**config.mk**
```make
export PLATFORM = sky130hd
export DESIGN_NAME = bldc_commutator
export DESIGN_NICKNAME = d
export VERILOG_FILES = /design/src/rtl/bldc_commutator.sv
export SDC_FILE = /design/constraint.sdc
export NUM_CORES = 1
export LEC_CHECK = 0
export BUFFER_PORTS_ARGS = -buffer_cell sky130_fd_sc_hd__buf_2
export CORE_ASPECT_RATIO = 0.6
export CORE_MARGIN = 5
export CORE_UTILIZATION = 45
export DETAILED_ROUTE_END_ITERATION = 8
export PLACE_DENSITY = 0.7
export SKIP_CTS_REPAIR_TIMING = 1
export SLEW_MARGIN = 20
export SYNTH_ARGS = -nofsm -noshare
export SYNTH_HDL_FRONTEND = slang
export SYNTH_SLANG_ARGS = --single-unit
```
**constraint.sdc**
```tcl
create_clock -name clk -period 2.9 [get_ports clk]
set_input_delay 0.29 -clock clk [delete_from_list [all_inputs] [get_ports clk]]
set_output_delay 0.29 -clock clk [all_outputs]
set_load 0.02 [all_outputs]
```
**src/rtl/bldc_commutator.sv**
```systemverilog
`default_nettype none
// =============================================================================
// bldc_commutator : six-step BLDC commutation with dead time, PWM gating,
//                   fault/hall-error blanking and step-period measurement.
// Revision        : 1.0
// =============================================================================
module bldc_commutator #(
  parameter int unsigned DTI_CYCLES = 1024,
  parameter int unsigned PERIOD_W   = 24
) (
  input  logic                clk,
  input  logic                reset_n,
  input  logic [2:0]          hall,
  input  logic                dir,
  input  logic                enable,
  input  logic                pwm_in,
  input  logic                fault_n,
  input  logic                clear_fault,
  output logic                inha,
  output logic                inla,
  output logic                inhb,
  output logic                inlb,
  output logic                inhc,
  output logic                inlc,
  output logic [2:0]          sector,
  output logic                hall_error,
  output logic                fault,
  output logic [PERIOD_W-1:0] step_period,
  output logic                step_valid
);

  localparam logic [1:0]          ST_OFF   = 2'd0;
  localparam logic [1:0]          ST_DEAD  = 2'd1;
  localparam logic [1:0]          ST_DRIVE = 2'd2;
  localparam logic [1:0]          ST_HERR  = 2'd3;
  localparam logic [2:0]          SEC_INV  = 3'd7;
  localparam logic [15:0]         DT_LOAD  = 16'(DTI_CYCLES - 1);
  localparam logic [PERIOD_W-1:0] CNT_MAX  = '1;

  function automatic logic [2:0] decode(input logic [2:0] h);
    case (h)
      3'b101:  decode = 3'd0;
      3'b100:  decode = 3'd1;
      3'b110:  decode = 3'd2;
      3'b010:  decode = 3'd3;
      3'b011:  decode = 3'd4;
      3'b001:  decode = 3'd5;
      default: decode = SEC_INV;
    endcase
  endfunction

  // Pattern word is {gl[c:a], gh[c:a]}.
  function automatic logic [5:0] pattern(input logic [2:0] s, input logic d);
    case ({d, s})
      4'b1_000: pattern = 6'b010_100;
      4'b1_001: pattern = 6'b010_001;
      4'b1_010: pattern = 6'b100_001;
      4'b1_011: pattern = 6'b100_010;
      4'b1_100: pattern = 6'b001_010;
      4'b1_101: pattern = 6'b001_100;
      4'b0_000: pattern = 6'b100_010;
      4'b0_001: pattern = 6'b001_010;
      4'b0_010: pattern = 6'b001_100;
      4'b0_011: pattern = 6'b010_100;
      4'b0_100: pattern = 6'b010_001;
      4'b0_101: pattern = 6'b100_001;
      default:  pattern = 6'b000_000;
    endcase
  endfunction

  logic [1:0]          state_q, state_d;
  logic [2:0]          sector_q;
  logic                herr_q;
  logic                fault_q;
  logic [15:0]         dt_cnt_q;
  logic [2:0]          tgt_sec_q;
  logic                tgt_dir_q;
  logic [5:0]          gates_q, gates_d;
  logic [2:0]          prev_sec_q;
  logic [PERIOD_W-1:0] cnt_q;
  logic [PERIOD_W-1:0] period_q;
  logic                svalid_q;

  logic change;
  logic blank;
  logic dt_load;
  logic step_det;

  // Target is the (sector, dir) latched when dead time started.
  assign change   = (sector_q != tgt_sec_q) || (dir != tgt_dir_q);
  assign blank    = fault_q || !fault_n || !enable;
  assign dt_load  = (state_d == ST_DEAD) && ((state_q != ST_DEAD) || change);
  assign step_det = (sector_q != SEC_INV) && (prev_sec_q != SEC_INV) &&
                    (sector_q != prev_sec_q);

  always_ff @(posedge clk or negedge reset_n) begin
    if (!reset_n) begin
      state_q <= ST_OFF;
    end else begin
      state_q <= state_d;
    end
  end

  always_comb begin
    state_d = state_q;
    if (blank) begin
      state_d = ST_OFF;
    end else if (sector_q == SEC_INV) begin
      state_d = ST_HERR;
    end else begin
      case (state_q)
        ST_OFF, ST_HERR: state_d = ST_DEAD;
        ST_DEAD:         if (!change && dt_cnt_q == 16'd0) state_d = ST_DRIVE;
        ST_DRIVE:        if (change) state_d = ST_DEAD;
        default:         state_d = ST_OFF;
      endcase
    end
  end

  always_comb begin
    gates_d = 6'b000_000;
    if (state_d == ST_DRIVE) begin
      gates_d = pattern(sector_q, dir);
    end
  end

  always_ff @(posedge clk or negedge reset_n) begin
    if (!reset_n) begin
      sector_q  <= SEC_INV;
      herr_q    <= 1'b0;
      fault_q   <= 1'b0;
      dt_cnt_q  <= 16'd0;
      tgt_sec_q <= SEC_INV;
      tgt_dir_q <= 1'b0;
      gates_q   <= 6'b000_000;
    end else begin
      sector_q <= decode(hall);
      herr_q   <= (hall == 3'b000) || (hall == 3'b111);
      gates_q  <= gates_d;
      if (!fault_n) begin
        fault_q <= 1'b1;
      end else if (clear_fault) begin
        fault_q <= 1'b0;
      end
      // A target change while already in dead time restarts the full interval.
      if (dt_load) begin
        dt_cnt_q  <= DT_LOAD;
        tgt_sec_q <= sector_q;
        tgt_dir_q <= dir;
      end else if (state_q == ST_DEAD && dt_cnt_q != 16'd0) begin
        dt_cnt_q <= dt_cnt_q - 16'd1;
      end
    end
  end

  always_ff @(posedge clk or negedge reset_n) begin
    if (!reset_n) begin
      prev_sec_q <= SEC_INV;
      cnt_q      <= '0;
      period_q   <= '0;
      svalid_q   <= 1'b0;
    end else begin
      prev_sec_q <= sector_q;
      svalid_q   <= step_det;
      if (step_det) begin
        period_q <= cnt_q;
        cnt_q    <= PERIOD_W'(1);
      end else if (cnt_q != CNT_MAX) begin
        cnt_q <= cnt_q + PERIOD_W'(1);
      end
    end
  end

  assign inha        = gates_q[0] & pwm_in;
  assign inhb        = gates_q[1] & pwm_in;
  assign inhc        = gates_q[2] & pwm_in;
  assign inla        = gates_q[3];
  assign inlb        = gates_q[4];
  assign inlc        = gates_q[5];
  assign sector      = sector_q;
  assign hall_error  = herr_q;
  assign fault       = fault_q;
  assign step_period = period_q;
  assign step_valid  = svalid_q;

endmodule
`default_nettype wire

```
* After elaboration in Yosys (flattened, before gate mapping)
Memory sizes are Yosys's and may differ from the RTL's. Index checks and enable logic that the tools add are counted.
Word-level totals: bits in registers 85, bits in read-only memories 96, memories kept 1
Memories:
- (name not given) | depth 16, width 6, rd ports 1, clocked after memory_dff 0, write ports 0, RTL line 54 | case ({d, s})
Operators by class: add/subtract/negate cells 2, equality and inequality tests 21, multiplexer cells 13, bitwise operators 3, reduce and logical (&&, ||, !) cells 20
Operator list (count):
- two-way mux 24 bit | 2
- two-way mux 16 bit | 2
- adder 24 x 1 -> 24 bit (second input constant) | 1
- != test 24 bit (second input constant) | 1
- one-hot mux 3 bit (6 select lines) | 1
- logical NOT 16 bit | 1
- nonzero test 16 bit | 1
- subtractor 16 x 1 -> 16 bit (second input constant) | 1
- == test 3 bit (second input constant) | 5
- two-way mux 2 bit | 4
- == test 2 bit (second input constant) | 3
- == test 3 x 2 -> 1 bit (second input constant) | 2
- two-way mux 6 bit | 1
- != test 3 bit | 2
- != test 3 bit (second input constant) | 2
- one-hot mux 2 bit (3 select lines) | 1
- logical AND 1 bit | 5
- logical OR 1 bit | 5
- == test 2 x 1 -> 1 bit (second input constant) | 2
- != test 2 x 1 -> 1 bit (second input constant) | 2
- nonzero test 2 bit | 2
- bitwise AND 1 bit | 3
- == test 3 x 1 -> 1 bit (second input constant) | 1
- logical NOT 1 bit | 3
- other kinds (5) | 6

* Depth between registers and ports, before layout
Gate-level depths: netlist of run 1.
word-level depth 11, mapped depth 9, mapped depth without buffers 7

* Least setup slack after synthesis of run 1
OpenSTA, ideal clock, no wires.
kind register -> register, from register sector_q[1], in the netlist sector[1], to register tgt_dir_q, setup time 0.125 ns, arrival time 2.175 ns, slack 0.601 ns, cell stages (with the launch flop) 8, path buffers 2, cells stage by stage dfstp_2 > buf_2 > xnor2_1 > nand4_1 > a211oi_1 > or4b_1 > clkbuf_1 > mux2_2
Between the ends: cells in the longest elaborated chain, start to end 10, elaborated cells on any way between the ends 13, classes of those cells eq/ne (3); mux (5); reduce/logical (5)
Ends and longest elaborated chain:
- start, declared | RTL line 72 | logic [2:0] sector_q;
- start signal, assigned | RTL line 137 | sector_q <= decode(hall);
- != test 3 bit | RTL line 90 | assign change = (sector_q != tgt_sec_q) || (dir != tgt_dir_q);
- logical OR 1 bit | RTL line 90
- logical NOT 1 bit | RTL line 113 | ST_DEAD: if (!change && dt_cnt_q == 16'd0) state_d = ST_DRIVE;
- logical AND 1 bit | RTL line 113
- two-way mux 2 bit | RTL line 113
- one-hot mux 2 bit (3 select lines) | RTL line 111 | case (state_q)
- two-way mux 2 bit | RTL line 108 | end else if (sector_q == SEC_INV) begin
- two-way mux 2 bit | RTL line 106 | if (blank) begin
- == test 2 x 1 -> 1 bit | RTL line 92 | assign dt_load = (state_d == ST_DEAD) && ((state_q != ST_DEAD) || change);
- logical AND 1 bit * | RTL line 92
- end signal, assigned | RTL line 149 | tgt_dir_q <= dir;
- end, declared | RTL line 77 | logic tgt_dir_q;
Every way passes the cells marked *; elsewhere a longest branch is shown, timed or not. A chain may end at the register's enable or synchronous reset.

* Final worst setup path of run 1
from register sector_q[2], in the netlist sector[2], to register tgt_dir_q
Same word-level chain as after synthesis.

==> results of run 1 <==
## cell usage in the layout, fill, tap and decap left out, types with 4 or more instances in the layout
master     instances
a2111oi_0          5
a211oi_1           5
a21oi_1           12
and2_1             4
and4_1             4
buf_2             44
clkbuf_16          9
dfrtp_1           76
dfstp_2            9
ha_1               8
inv_1             17
mux2_2            25
nand2_1           33
nand3_1           12
nand4_1           10
nor2_1            41
nor3_1            13
nor4_1             5
o2111ai_1          4
o211ai_1           4
o21ai_0           22
or3_1              5
or4_1              8
xnor2_1           15
xor2_1            19
## synth_stat cells (4+ instances only)
| master | instances | area share |
|---|---|---|
| dfrtp_1 | 76 | 0.45 |
| nor2_1 | 41 | 0.037 |
| nand2_1 | 33 | 0.030 |
| mux2_2 | 25 | 0.067 |
| o21ai_0 | 22 | 0.026 |
| xor2_1 | 19 | 0.040 |
| inv_1 | 17 | 0.015 |
| xnor2_1 | 15 | 0.031 |
| clkbuf_1 | 13 | 0.012 |
| nor3_1 | 13 | 0.016 |
| a21oi_1 | 12 | 0.014 |
| nand3_1 | 12 | 0.014 |
| nand4_1 | 10 | 0.015 |
| dfstp_2 | 9 | 0.056 |
| ha_1 | 8 | 0.024 |
| or4_1 | 8 | 0.014 |
| a2111oi_0 | 5 | 0.010 |
| a211oi_1 | 5 | 0.0090 |
| nor4_1 | 5 | 0.0075 |
| or3_1 | 5 | 0.0075 |
| and2_1 | 4 | 0.0060 |
| and4_1 | 4 | 0.0084 |
| buf_2 | 4 | 0.0048 |
| o2111ai_1 | 4 | 0.0084 |
| o211ai_1 | 4 | 0.0072 |
## worst min-delay path by stage
| stage | from | endpoint |
|---|---|---|
| after floorplan | reset_n | cnt_q[0] |
| after global placement | sector[0] | prev_sec_q[0] |
| after detailed placement | sector[0] | prev_sec_q[0] |
| after CTS | clear_fault | fault |
| after global routing | reset_n | state_q[0] |
| final | reset_n | state_q[0] |
## stage by stage
step	cell area (um2)	hold slack [ps]	total power, W	instances	setup slack [ps]
2_1_floorplan	4190	-5.59	0.00161	408	601
3_5_place_dp	4520	427	0.00174	553	356
4_1_cts	4820	109	0.00293	569	327
5_1_grt	4830	73.8	0.00303	569	78.8
3_3_place_gp	4520	414	0.00172	553	462
6_report	4830	4.34	0.00290	569	314
## power by group through the flow
stage / Combinational (W) / Clock, W / Sequential [W]
after detailed placement: 0.000373 / 0 / 0.00137
after floorplan: 0.000239 / 0 / 0.00137
after global routing: 0.000415 / 0.00126 / 0.00136
after global placement: 0.000363 / 0 / 0.00136
after CTS: 0.000376 / 0.00121 / 0.00135
final: 0.000375 / 0.00118 / 0.00135
## logic make-up after synthesis
family	count (synthesis)	share of synthesized area
and+or+nand+nor	152	0.188
DFF	85	0.511
AOI/OAI and AO/OA	67	0.103
buffers and inverters	36	0.0338
xor gates and xnor gates	34	0.0711
muxes	26	0.0696
adders and majority gates	8	0.0239
## sequential cells by signal, summed over array words and instances, names as in the netlist
register,cells
state_q,2
dt_cnt_q,16
fault,1
cnt_q,24
hall_error,1
tgt_sec_q,3
prev_sec_q,3
step_period,24
sector,3
step_valid,1
gates_q,6
tgt_dir_q,1
## routing by layer
layer,track usage,vias to the layer above
met4,0.0693,0
met2,0.227,105
li1,-,1539
met1,0.263,1578
met3,0.0425,14
met5,0,-
## final cells by class
| cell class | count | area (um2) |
|---|---|---|
| Fill cell | 832 | 4290 |
| Clock inverter | 7 | 81.3 |
| Inverter | 17 | 63.8 |
| Multi-Input combinational cell | 287 | 1910 |
| Tap cell | 116 | 145 |
| Clock buffer | 9 | 225 |
| Sequential cell | 85 | 2140 |
| Timing Repair Buffer | 48 | 267 |
==> summary.md, run 1 <==
| Metric | Value |
|---|---|
| Status | `finished clean` |
| Vias | `3236` |
| Post-Syn Nets | `426` |
| Post-layout util | `0.529` |
| PwrDens | `600 nW/um2` |
| Initial Utilization | `0.459` |
| Gr ovfl total | `0` |
| Crit end category | `register` |
| Worst Path Arrival | `2810 ps` |
| Worst-path clk slew | `70 ps` |
| Clock buffer depth | `2` |
| LEAKAGE | `2.06 nW` |
| Worst endpoint required time | `3130 ps` |
| Share of cells above drive strength 1 | `0.227` |
| P_sw | `0.000799 W` |
| Switching Fraction | `0.276` |
| Die span in y | `84.7 um` |
| Critical path capture point | `tgt_dir_q` |
| Initial DRC count | `251` |
| Synth Cell Area | `4190 um2` |
| Critical Path Max Stage Delay | `670 ps` |
| CP Launch Type | `register` |
| HPWL Detailed | `6330 um` |
| Post-synth EDFFs | `0` |
| Mapped Cells | `408` |
| Wl on met1 | `4720 um` |
| Clock power frac | `0.406` |
| Vias/cell | `5.69` |
| Nets | `466` |
| PortBufs | `45` |
| Reg-to-reg slack, setup | `310 ps` |
| Largest net degree at the start of global routing | `86` |
| Area grow syn2layout | `15.3%` |
| Chip Width | `135 um` |
| Number of cells on the critical path | `5` |
| Final setup viols | `0` |
| Initial DRT Pass Iterations | `5` |
| TritonCTS Buffers | `9` |
| Reg2reg path depth | `5` |
| TritonCTS Sinks | `85` |
| # rows | `27` |
| WS Path Type | `reg -> reg` |
| Max Used Layer | `met4` |
| Rel. slew slack | `0.489` |
| CP startpoint | `sector[2]` |
| Met3 wire length | `478 um` |
| Core Area | `9120 um2` |
| Slew at the pin with the worst max-slew slack | `766 ps` |
| Worst-Skew Late Latency | `340 ps` |
| I/O pin cnt | `46` |
| Sequential fraction of the synthesis area | `0.511` |
| FFs w/ async S/R, synth | `1.00` |
| Crit-path cells | `xnor2_1, nand4_1, a211oi_1, or4b_1, mux2_2` |
| Die area | `11400 um2` |
| Period utilisation layout | `0.892` |
| H-tree depth | `3` |
| Ant diodes | `0` |
| Global Route Usage Sum | `0.171` |
| First-pass GRT wire length | `15500 um` |
| R2r endpoint | `tgt_dir_q` |
| Fin Setup TNS | `0 ps` |
| Reg2reg start | `sector[2]` |
| Number of library cell types mapped by synthesis | `50` |
| Wire per inst | `15.9 um` |
| Synth Register Bits | `85` |
| Antenna violations before repair | `0` |
| Max-cap violations | `0` |
| Comb power frac | `0.129` |
| Cell family with most CP delay | `simple AND/OR/NAND/NOR gates` |
| Post-DRT Antenna Nets | `0` |
| Ys flop type | `dfrtp_1` |
| Tmin final | `2590 ps` |
| Post-Route WL | `9080 um` |
| Vias in the first global route | `3089` |
| RD Place Congestion | `0.855` |
| Crit path max-delay cell type | `dfstp_2` |
| Final Skew | `8.15 ps` |
| # DRC | `0` |
| Hold violation count in the final report | `0` |
| Fin. max-slew vios | `0` |
| CTS root buf | `clkbuf_16` |
| RSZ-0062 raised after global routing | `false` |
| Worst VDD drop | `0.000321 V` |
| Crit-path max FO | `14` |
| Max Freq | `0.387 GHz` |
| Worst path buffer plus inverter count | `0` |
| Met2 WL | `3730 um` |
| Mapped Avg Cell Area | `10.3 um2` |
| Worst Hold Class | `in -> async` |
| Internal Power | `0.00210 W` |
| Yosys Warn Count | `0` |
| CTS tree | `done` |
| Flop pwr share | `0.465` |
Note: power is estimated with default switching activity, not from simulation.
==> run 2, diff against run 1 <==
Settings changed: BUFFER_PORTS_ARGS -buffer_cell sky130_fd_sc_hd__buf_2 to default, DONT_BUFFER_PORTS from default to 1, PLACE_DENSITY 0.7 to 0.66.
==> run 2 against run 1 <==
Effect of this change:
- flip-flop and latch count stayed put
- fmax is 2.7% higher
- sequential power about the same
==> summary.md, run 2 (synthesis results as in run 1) <==
| Metric | Value |
|---|---|
| Status | `finished clean` |
| Worst endpoint required time | `3120 ps (about the same)` |
| Vias | `3078 (-4.9%)` |
| Ant diodes | `0 (unchanged)` |
| Fin Setup TNS | `0 ps (unchanged)` |
| Internal Power | `0.00207 W (-1.5%)` |
| Commonest non-fill, non-tap cell in the layout | `dfrtp_1` |
| Die span in y | `84.7 um (unchanged)` |
| Worst Hold Class | `in -> reg` |
| Antenna violations before repair | `0 (unchanged)` |
| CTS root buf | `clkbuf_16` |
| I/O pin cnt | `46 (unchanged)` |
| Slew at the pin with the worst max-slew slack | `653 ps (-113 ps)` |
| Reg2reg path depth | `5 (unchanged)` |
| Worst-Skew Late Latency | `330 ps (about the same)` |
| Tmin final | `2520 ps (-67.3 ps)` |
| Initial Utilization | `0.459 (unchanged)` |
| Chip Width | `135 um (unchanged)` |
| RD Place Congestion | `0.787 (-8.0%)` |
| Vias in the first global route | `2914 (-5.7%)` |
| Placed cell count | `512 (-7.4%)` |
| R2r endpoint | `tgt_dir_q` |
| Initial DRC count | `285 (+14%)` |
| Comb power frac | `0.118 (-0.011)` |
| Worst-path clk slew | `60 ps (about the same)` |
| H-tree depth | `3 (unchanged)` |
| Switching Fraction | `0.264 (-0.0119)` |
| Hold Path End | `sector[0]` |
| Post-Route WL | `8970 um (-1.2%)` |
| Crit-path max FO | `14 (unchanged)` |
| Crit-path cells | `xnor2_1, nand4_1, a211oi_1, or4b_1, mux2_2` |
| First-pass GRT wire length | `15000 um (-3.0%)` |
| Clock buffer depth | `2 (unchanged)` |
| HP Start | `hall[2]` |
| Initial DRT Pass Iterations | `5 (unchanged)` |
| Worst Path Arrival | `2730 ps (-80 ps)` |
| Crit path max-delay cell type | `dfstp_2` |
| PortBufs | `0 (-100%)` |
| HPWL Detailed | `6360 um (+0.36%)` |
| Fin. max-slew vios | `0 (unchanged)` |
| Hold violation count in the final report | `0 (unchanged)` |
| Wire per inst | `16.9 um (+6.1%)` |
| Die area | `11400 um2 (unchanged)` |
| Reg-to-reg slack, setup | `380 ps (+70 ps)` |
| Largest net degree at the start of global routing | `86 (unchanged)` |
| Critical Path Max Stage Delay | `740 ps (+70 ps)` |
| Flop pwr share | `0.492 (+0.027)` |
| Period utilisation layout | `0.868 (-0.0232)` |
| CTS tree | `done` |
| Final setup viols | `0 (unchanged)` |
| P_sw | `0.000741 W (-7.2%)` |
| Reg2reg start | `sector[2]` |
| Max Freq | `0.397 GHz (+2.7%)` |
| Commonest non-fill, non-tap cells in the layout | `dfrtp_1, nor2_1, nand2_1, mux2_2, o21ai_0` |
| TritonCTS Sinks | `85 (unchanged)` |
| Core Area | `9120 um2 (unchanged)` |
| Share of cells above drive strength 1 | `0.147 (-0.0800)` |
| WS Path Type | `reg -> reg` |
| Worst VDD drop | `0.000307 V (-4.6%)` |
| Nets | `427 (-8.4%)` |
| Crit end category | `register` |
| Rel. slew slack | `0.554 (+0.0648)` |
| Max-cap violations | `0 (unchanged)` |
| TritonCTS Buffers | `9 (unchanged)` |
| Hold path depth | `1` |
| Global Route Usage Sum | `0.166 (-0.00512)` |
| Post-DRT Antenna Nets | `0 (unchanged)` |
| Vias/cell | `5.81 (+2.1%)` |
| Gr ovfl total | `0 (unchanged)` |
| Area grow syn2layout | `11.0%` |
| LEAKAGE | `1.86 nW (-9.7%)` |
| CP Launch Type | `register` |
| Final Skew | `5.18 ps (-2.97 ps)` |
| RSZ-0062 raised after global routing | `false` |
| Clock power frac | `0.390 (-0.016)` |
| Final cell count without fillers | `530 (-6.9%)` |
| # rows | `27 (unchanged)` |
| PwrDens | `604 nW/um2 (+0.69%)` |
| # DRC | `0 (unchanged)` |
==> run 2: cell types whose count changed in the layout (fill, tap and decap cells not counted), moves of 2 or more <==
cell and delta:
buf_2 -44, buf_4 +4, clkbuf_8 +3, inv_6 -3, clkbuf_1 +2
==> run 2: layout make-up <==
cell class	instances	area [um2]
clock inverter	2	16.3
sequential	85	2140
tap	116	145
timing repair buffer	9	103
fill	815	4470
clock buffer	14	274
multi-input combinational	287	1910
inverter	17	63.8
==> run 2: power groups by stage <==
stage	registers, W	logic (W)	clock network (W)
2_1_floorplan	0.00137	0.000239	0
3_3_place_gp	0.00140	0.000288	0
3_5_place_dp	0.00140	0.000301	0
4_1_cts	0.00138	0.000306	0.00113
5_1_grt	0.00140	0.000369	0.00118
6_report	0.00138	0.000332	0.00109
==> run 2: worst max path at each step <==
stage	startpoint	end	slack, ps
6_report	sector[2]	tgt_dir_q	380
5_1_grt	sector[1]	gates_q[1]	230
4_1_cts	sector[2]	tgt_dir_q	390
3_5_place_dp	sector[2]	tgt_dir_q	400
3_3_place_gp	sector[1]	tgt_dir_q	520
2_1_floorplan	sector[1]	tgt_dir_q	600
==> run 2: critical path, delay by kind of cell (launching register included) <==
family | cells | cell delay (ps)
flops | 1 | 740
simple gates | 2 | 630
compound gates | 1 | 490
mux | 1 | 380
xor+xnor | 1 | 160
==> run 2: metrics by stage <==
stage	power, W	hold WS [ps]	utilization	setup WS, ps	area, um2
floorplan	0.00161	-5.59	-	601	4190
global placement	0.00168	-1.37	0.474	519	4320
detailed placement	0.00170	-1.27	0.474	402	4320
CTS	0.00282	-363	0.505	391	4610
global route	0.00294	0.606	0.510	230	4650
finish	0.00281	10.5	0.510	382	4650
==> run 2: layer usage <==
metal  GRT usage  part of all wire  wire, um
met5           0                 0         0
met4      0.0499             0.014       129
met2       0.217              0.41      3690
met3      0.0635             0.085       762
met1       0.250              0.49      4390
==> run 3, diff against run 2 <==
Settings changed: PLACE_DENSITY 0.66 to 0.68.
Clock period 2.9 ns to 2.1 ns, I/O delays scaled along.
==> run 3 against run 2 <==
Effect of this change:
- the flow now finishes with violations (hold timing, setup timing)
- first-iteration DRC count fell by 38%
- fmax is 18% higher
- wire length increased by 17%
- sequential power grew 36%
- combinational power grew 110%
- clock power is 39% higher
- critical path type unchanged
- largest power group unchanged
==> summary.md, run 3 (synthesis results as in run 1) <==
| Metric | Value |
|---|---|
| CP Launch Type | `register` |
| Rel. slew slack | `0.683 (+0.129)` |
| Vias | `3433 (+12%)` |
| Placed cell count | `552 (+7.8%)` |
| First-pass GRT wire length | `15900 um (+6.1%)` |
| Clock buffer depth | `2 (unchanged)` |
| RD Place Congestion | `0.846 (+7.5%)` |
| WS Path Type | `reg -> reg` |
| Final setup viols | `3 (+3)` |
| Post-Route WL | `10500 um (+17%)` |
| Hold WS | `-439 ps (-450 ps)` |
| Worst Hold Class | `in -> async` |
| Vias/cell | `5.80 (-0.15%)` |
| Crit-path max FO | `5 (-9)` |
| Hold violation count in the final report | `87 (+87)` |
| H-tree depth | `3 (unchanged)` |
| Max-cap violations | `0 (unchanged)` |
| Fin Setup TNS | `-52.9 ps (-52.9 ps)` |
| Ant diodes | `0 (unchanged)` |
| Period utilisation layout | `1.02 (+0.148)` |
| CTS root buf | `clkbuf_16` |
| # rows | `27 (unchanged)` |
| Crit end category | `register` |
| Antenna violations before repair | `0 (unchanged)` |
| Vias in the first global route | `3135 (+7.6%)` |
| Nets | `489 (+15%)` |
| Chip Width | `135 um (unchanged)` |
| Fin. max-slew vios | `0 (unchanged)` |
| Failing checks | `hold timing, setup timing` |
| TritonCTS Sinks | `85 (unchanged)` |
| TritonCTS Buffers | `9 (unchanged)` |
| CTS tree | `done` |
| Initial Utilization | `0.459 (unchanged)` |
| Slew at the pin with the worst max-slew slack | `476 ps (-177 ps)` |
| Final cell count without fillers | `592 (+12%)` |
| Worst endpoint required time | `2330 ps (-790 ps)` |
| Post-DRT Antenna Nets | `0 (unchanged)` |
| Worst Path Arrival | `2370 ps (-360 ps)` |
| Area grow syn2layout | `26.5%` |
| Reg2reg start | `state_q[0]` |
| Total power | `0.00410 W (+46%)` |
| Share of cells above drive strength 1 | `0.296 (+0.149)` |
| Status | `finished with violations` |
| HPWL Detailed | `6840 um (+7.7%)` |
| Largest net degree at the start of global routing | `86 (unchanged)` |
| Gr ovfl total | `0 (unchanged)` |
| Worst-path clk slew | `70 ps (about the same)` |
| PortBufs | `0 (unchanged)` |
| Post-layout util | `0.581 (+0.0713)` |
| Die span in y | `84.7 um (unchanged)` |
| # DRC | `0 (unchanged)` |
| Wire per inst | `17.7 um (+4.7%)` |
| Initial DRT Pass Iterations | `5 (unchanged)` |
| I/O pin cnt | `46 (unchanged)` |
| PwrDens | `773 nW/um2 (+28%)` |
| PnR worst setup slack | `-33.8 ps (-415 ps)` |
| Global Route Usage Sum | `0.177 (+0.0110)` |
| Final Skew | `6.84 ps (+1.66 ps)` |
| Tmin final | `2130 ps (-385 ps)` |
| RSZ-0062 raised after global routing | `true` |
| Core Area | `9120 um2 (unchanged)` |
| Worst VDD drop | `0.000410 V (+34%)` |
| Initial DRC count | `178 (-38%)` |
| Commonest non-fill, non-tap cell in the layout | `dfrtp_1` |
| CP startpoint | `state_q[0]` |
| LEAKAGE | `2.20 nW (+18%)` |
| Die area | `11400 um2 (unchanged)` |
| Max Freq | `0.469 GHz (+18%)` |
| Commonest non-fill, non-tap cells in the layout | `dfrtp_1, buf_4, nor2_1, nand2_1, mux2_2` |
| Worst-Skew Late Latency | `350 ps (+20 ps)` |
run 3: worst paths after layout:
check / slack, ps / depth (start not counted) / endpoint
min in group clk: -10 / 2 / sector[1]
setup reg to reg: -30 / 7 / tgt_dir_q
hold / removal: -440 / 0 / fault
max in group asynchronous: 2290 / 0 / prev_sec_q[0]
hold reg to reg: 540 / 1 / tgt_dir_q
setup / recovery: -30 / 7 / tgt_dir_q
run 3: power breakdown:
part	leakage (nW)	internal, W	switching, W	total (W)
Sequential	1.09	0.00176	0.000122	0.00188
Combinational	0.977	0.000352	0.000345	0.000696
Clock	0.137	0.000818	0.000700	0.00152
Total	2.20	0.00293	0.00117	0.00410
run 3: routing by layer:
metal / routed length [um] / share of wire / global-route usage
met5: 0 / 0 / 0
met4: 78 / 0.0074 / 0.0425
met3: 840 / 0.080 / 0.0677
met2: 4480 / 0.43 / 0.245
met1: 5090 / 0.49 / 0.260
run 3: through the flow:
| stage | worst slack [ps] | area [um2] |
|---|---|---|
| 4_1_cts | -173 | 4920 |
| 5_1_grt | -163 | 5300 |
| 6_report | -33.8 | 5300 |
| 2_1_floorplan | -24.0 | 4210 |
| 3_3_place_gp | -86.9 | 4640 |
| 3_5_place_dp | -137 | 4640 |
run 3: layout make-up:
type / count / area, um2
Sequential cell: 85 / 2140
Fill cell: 753 / 3820
Timing Repair Buffer: 71 / 629
Tap cell: 116 / 145
Inverter: 17 / 63.8
Multi-Input combinational cell: 287 / 2040
Clock inverter: 7 / 56.3
Clock buffer: 9 / 225
run 3: critical path: stages (launching register included):
cell and delay (ps):
dfrtp_2 410, inv_2 70, ha_4 290, nand3b_1 170, and2_1 150, o21ai_1 70
or4b_4 570, mux2_2 290
